[src/rtl/conv_coef_ctrl.sv]
// conv_coef_ctrl: shadow/active coefficient banks, committed on frame start.
// Optional readback port enabled by defining COEF_READBACK_EN.
module conv_coef_ctrl #(
  parameter int COEF_W = 16,
  parameter int M_WIDTH = 5,
  parameter int M_DEPTH = 5,
  parameter int FRAC_BITS = 8,
  localparam int N = M_WIDTH * M_DEPTH,
  localparam int CNT_W = $clog2(N + 1),
  localparam int ADDR_W = $clog2(N)
) (
  input  logic              clk,
  input  logic              rst,
  input  logic              vs_i,
  input  logic              coef_write_i,
  input  logic [COEF_W-1:0] coef_data_i,
  input  logic              coef_restart_i,
  output logic [COEF_W-1:0] coef_o [N-1:0],
  output logic [CNT_W-1:0]  load_cnt_o,
  output logic              shadow_full_o,
  output logic              coef_update_o,
`ifdef COEF_READBACK_EN
  output logic              overflow_o,
  input  logic [ADDR_W-1:0] rd_addr_i,
  output logic [COEF_W-1:0] rd_data_o
`else
  output logic              overflow_o
`endif
);
  localparam int CENTER = (M_DEPTH / 2) * M_WIDTH + M_WIDTH / 2;
  typedef enum logic {LOADING, FULL} state_t;
  state_t state, state_n;
  logic [COEF_W-1:0] shadow [N-1:0];
  logic [CNT_W-1:0] cnt_n;
  logic vs_d, swap, accept;
  assign swap = vs_i & ~vs_d & (state == FULL);
  assign accept = coef_write_i & ~coef_restart_i & (state == LOADING);
  assign shadow_full_o = (state == FULL);
  always_comb begin
    state_n = state;
    cnt_n = load_cnt_o;
    if (coef_restart_i || swap) begin
      state_n = LOADING;
      cnt_n = '0;
    end else if (accept) begin
      cnt_n = load_cnt_o + CNT_W'(1);
      state_n = (cnt_n == CNT_W'(N)) ? FULL : LOADING;
    end
  end
  always_ff @(posedge clk) begin
    if (rst) begin
      state <= LOADING;
      load_cnt_o <= '0;
      vs_d <= 1'b0;
      coef_update_o <= 1'b0;
      overflow_o <= 1'b0;
      for (int i = 0; i < N; i++) begin
        shadow[i] <= '0;
        coef_o[i] <= (i == CENTER) ? COEF_W'(1 << FRAC_BITS) : '0;
      end
    end else begin
      state <= state_n;
      load_cnt_o <= cnt_n;
      vs_d <= vs_i;
      coef_update_o <= swap;
      // Restart both clears the flag and suppresses any concurrent write
      overflow_o <= coef_restart_i ? 1'b0 : (overflow_o | (coef_write_i & (state == FULL)));
      if (accept) shadow[load_cnt_o] <= coef_data_i;
      if (swap) coef_o <= shadow;
    end
  end
`ifdef COEF_READBACK_EN
  always_ff @(posedge clk) begin
    if (rst) rd_data_o <= '0;
    else rd_data_o <= (32'(rd_addr_i) < N) ? coef_o[rd_addr_i] : '0;
  end
`endif
endmodule
[config.mk]
export PLATFORM = sky130hd
export DESIGN_NAME = conv_coef_ctrl
export DESIGN_NICKNAME = d
export VERILOG_FILES = /design/src/rtl/conv_coef_ctrl.sv
export SDC_FILE = /design/constraint.sdc
export NUM_CORES = 2
export LEC_CHECK = 0
export ABC_AREA = 1
export CORE_MARGIN = 10
export CORE_UTILIZATION = 40
export DETAILED_ROUTE_END_ITERATION = 8
export SYNTH_ARGS = -nofsm -noshare
export SYNTH_HDL_FRONTEND = slang
export SYNTH_SLANG_ARGS = --single-unit
export TNS_END_PERCENT = 50
[constraint.sdc]
create_clock -name clk -period 3.22 [get_ports clk]
set_clock_uncertainty 0.1 [all_clocks]
set_input_delay 0.483 -clock clk [delete_from_list [all_inputs] [get_ports clk]]
set_output_delay 0.483 -clock clk [all_outputs]
set_load 0.005 [all_outputs]
==> flow_metrics.py <==
metrics = {
    "timing": {
        "clock.fmax_ghz": 0.383,
        "grt_setup_unrepaired": "false",
        "finalMaxSlewViolations": 0,
        "hold_viol_final": 0,
        "slew_headroom": 0.251,
        "setup_tns_ns": 0,
        "period_share": 0.811,
        "period_minus_slack_ns": 2.61,
        "worst_pin_slew_ns": 1.12,
        "setup_viol": 0,
    },
    "setup_path": {
        "cp.required_ns": 2.64,
        "slowest_stage": "clkdlybuf4s50_1",
        "path_class": "reg -> out",
        "cp_data_arrival_time_ns": 2.03,
        "crit_buf_inv": 1,
        "cp_cell_sequence": "clkdlybuf4s50_1",
        "endpoint_kind": "output pin",
        "crit_path_start_kind": "flop",
        "cp_slowest_stage_delay_ns": 0.80,
        "critPathTopFamily": "buffers and inverters",
        "worstPathMaxFanout": 10,
    },
    "cts": {
        "cts_made_buffers": 85,
        "cts_sinks": 809,
        "post_cts_buffers": 0,
        "clk_path_buf_depth": 3,
        "clk_latency_ns": 0.63,
        "cts_resized": 0,
        "htree_levels": 3,
        "clk_pin_slew_ns": 0.06,
        "cts_tree": "built",
        "cts-root-buf": "clkbuf_16",
        "cts_hold_buf": 0,
    },
    "global_route": {
        "grt_start_max_net_pins": 129,
        "grt_pass1_wl_um": 141000,
        "gr-usage-met2": 0.348,
        "met3_usage": 0.0475,
        "grtUsageTotal": 0.220,
        "met1_usage": 0.299,
        "grt_pass1_vias": 22281,
        "overflow": 0,
        "busiest_layer": "met2",
        "antenna_found_initial": 2,
    },
    "synth": {
        "syn_inst": 3597,
        "yosysTopAreaCell": "dfxtp_1",
        "yosysUniqueCellTypes": 24,
        "yosys_warnings": 0,
        "synthTopCellsByArea": "dfxtp_1 (58%), nor2_1 (21%), o21ai_0 (13%)",
        "avgSynthCellArea_um2": 7.83,
        "synth_fp_nets": 3622,
        "yosysTopAreaCellShare": 0.575,
        "synth.cell_area_um2": 28200,
        "yosysSeqAreaShare": 0.575,
        "synth_seq_cells": 809,
    },
    "routing": {
        "dr.pass1.iters": 5,
        "route.detailed.drc": 0,
        "vias_per_cell": 4.91,
        "wl_per_cell_um": 19.1,
        "dr_total_vias": 24082,
        "drtAntennaViolNets": 0,
        "drt-initial-drc-count": 2210,
        "totalWireLength_um": 93600,
    },
    "cells_and_area": {
        "syn_to_final_growth_pct": 27.3,
        "multi_input_area_um2": 10600,
        "seqCellArea_um2": 16200,
        "mostFrequentLayoutCells": "nor2_1 (1611), dfxtp_1 (809), o21ai_0 (758)",
        "drive_gt1_frac": 0.0681,
        "n_fill_cell": 6873,
        "fin_nets": 3923,
        "final_cell_area_um2": 35800,
        "final_common_cell": "nor2_1",
        "diodes": 0,
    },
    "power_and_ir_drop": {
        "pwr-share-seq": 0.482,
        "pwr-share-comb": 0.027,
        "p_leak_uw": 0.0150,
        "p_sw_uw": 4530,
        "clkPwrFrac": 0.492,
        "power.density_nw_per_um2": 582,
        "p_int_uw": 16300,
        "switching_share": 0.217,
        "peakVddDrop_mv": 0.379,
    },
    "job": {
        "cap_violations": 0,
    },
    "place": {
        "placed_area_um2": 32900,
        "gp_congestion": 0.762,
        "dp_hpwl_um": 56000,
        "io_buffers": 428,
    },
    "die": {
        "rows": 97,
        "ioPinCount": 429,
        "die_w_um": 285,
        "start_util": 0.403,
        "fp.dieH_um": 285,
        "die_area_um2": 81400,
        "coreArea_um2": 69900,
    },
    "min_path": {
        "hold_path.class": "in -> reg",
    },
    "run_status": {
        "status": "complete, no violations",
    },
}
## final cells by class
| type | count | area share |
|---|---|---|
| Sequential cell | 809 | 0.452 |
| Tap cell | 940 | 0.0328 |
| Multi-Input combinational cell | 2485 | 0.295 |
| Clock inverter | 28 | 0.0108 |
| Clock buffer | 128 | 0.0717 |
| Inverter | 42 | 0.00510 |
| Timing Repair Buffer | 475 | 0.133 |
## final timing paths
path | from | cells after the start | slack, ns | endpoint
hold reg to reg | shadow[330]$_SDFFE_PP0P_ | 2 | 0.37 | coef_o[330]$_SDFFE_PP0P_
setup reg to reg | load_cnt_o[0]$_SDFFE_PP0P_ | 8 | 1.06 | shadow[77]$_SDFFE_PP0P_
setup / recovery | load_cnt_o[3]$_SDFFE_PP0P_ | 1 | 0.61 | load_cnt_o[3]
hold / removal | vs_i | 3 | 0.32 | vs_d$_SDFF_PP0_
## power groups by stage
stage / Sequential, µW / Clock, µW / Combinational (µW)
floorplan: 10300 / 0 / 296
global placement: 10300 / 0 / 553
detailed placement: 10300 / 0 / 553
CTS: 10000 / 10400 / 554
global route: 10000 / 10900 / 603
finish: 10000 / 10300 / 553
## stage by stage
stage	hold slack [ns]	power (µW)	utilization	worst slack, ns	std cells
after floorplan	0.343	10600	-	1.62	3597
after global placement	0.349	10800	0.470	0.482	4751
after detailed placement	0.348	10800	0.470	0.442	4751
after CTS	0.289	21000	0.513	0.600	4907
after global routing	0.333	21500	0.513	0.541	4907
final	0.321	20900	0.513	0.610	4907
## synthesized netlist by cell type (all sizes together)
master and count:
a211oi 1, a21oi 5, buf 76, clkbuf 185
clkinv 8, dfxtp 809, ha 4, inv 34
nand2 45, nand3 8, nand3b 1, nand4 2
nor2 1617, nor3 3, o21ai 799
## registers in the layout (all words and copies together) (netlist names)
register / count
shadow: 400
coef_o: 400
overflow_o: 1
load_cnt_o: 5
coef_update_o: 1
vs_d: 1
shadow_full_o: 1
## logic make-up (layout without fill, tap and decap cells)
| group | count (synthesis) | after routing | synth area share |
|---|---|---|---|
| buf+inv | 303 | 673 | 0.0499 |
| simple gates | 1676 | 1676 | 0.230 |
| fa+ha+maj | 4 | 4 | 0.00178 |
| compound gates | 805 | 805 | 0.143 |
| flops | 809 | 809 | 0.575 |
## metal layers
metal / vias to the layer above / wire (µm)
met4: 0 / 1960
met3: 129 / 6110
met1: 11217 / 42900
li1: 12074 / -
met2: 662 / 42600
met5: - / 0
(Power assumes the default switching activity.)
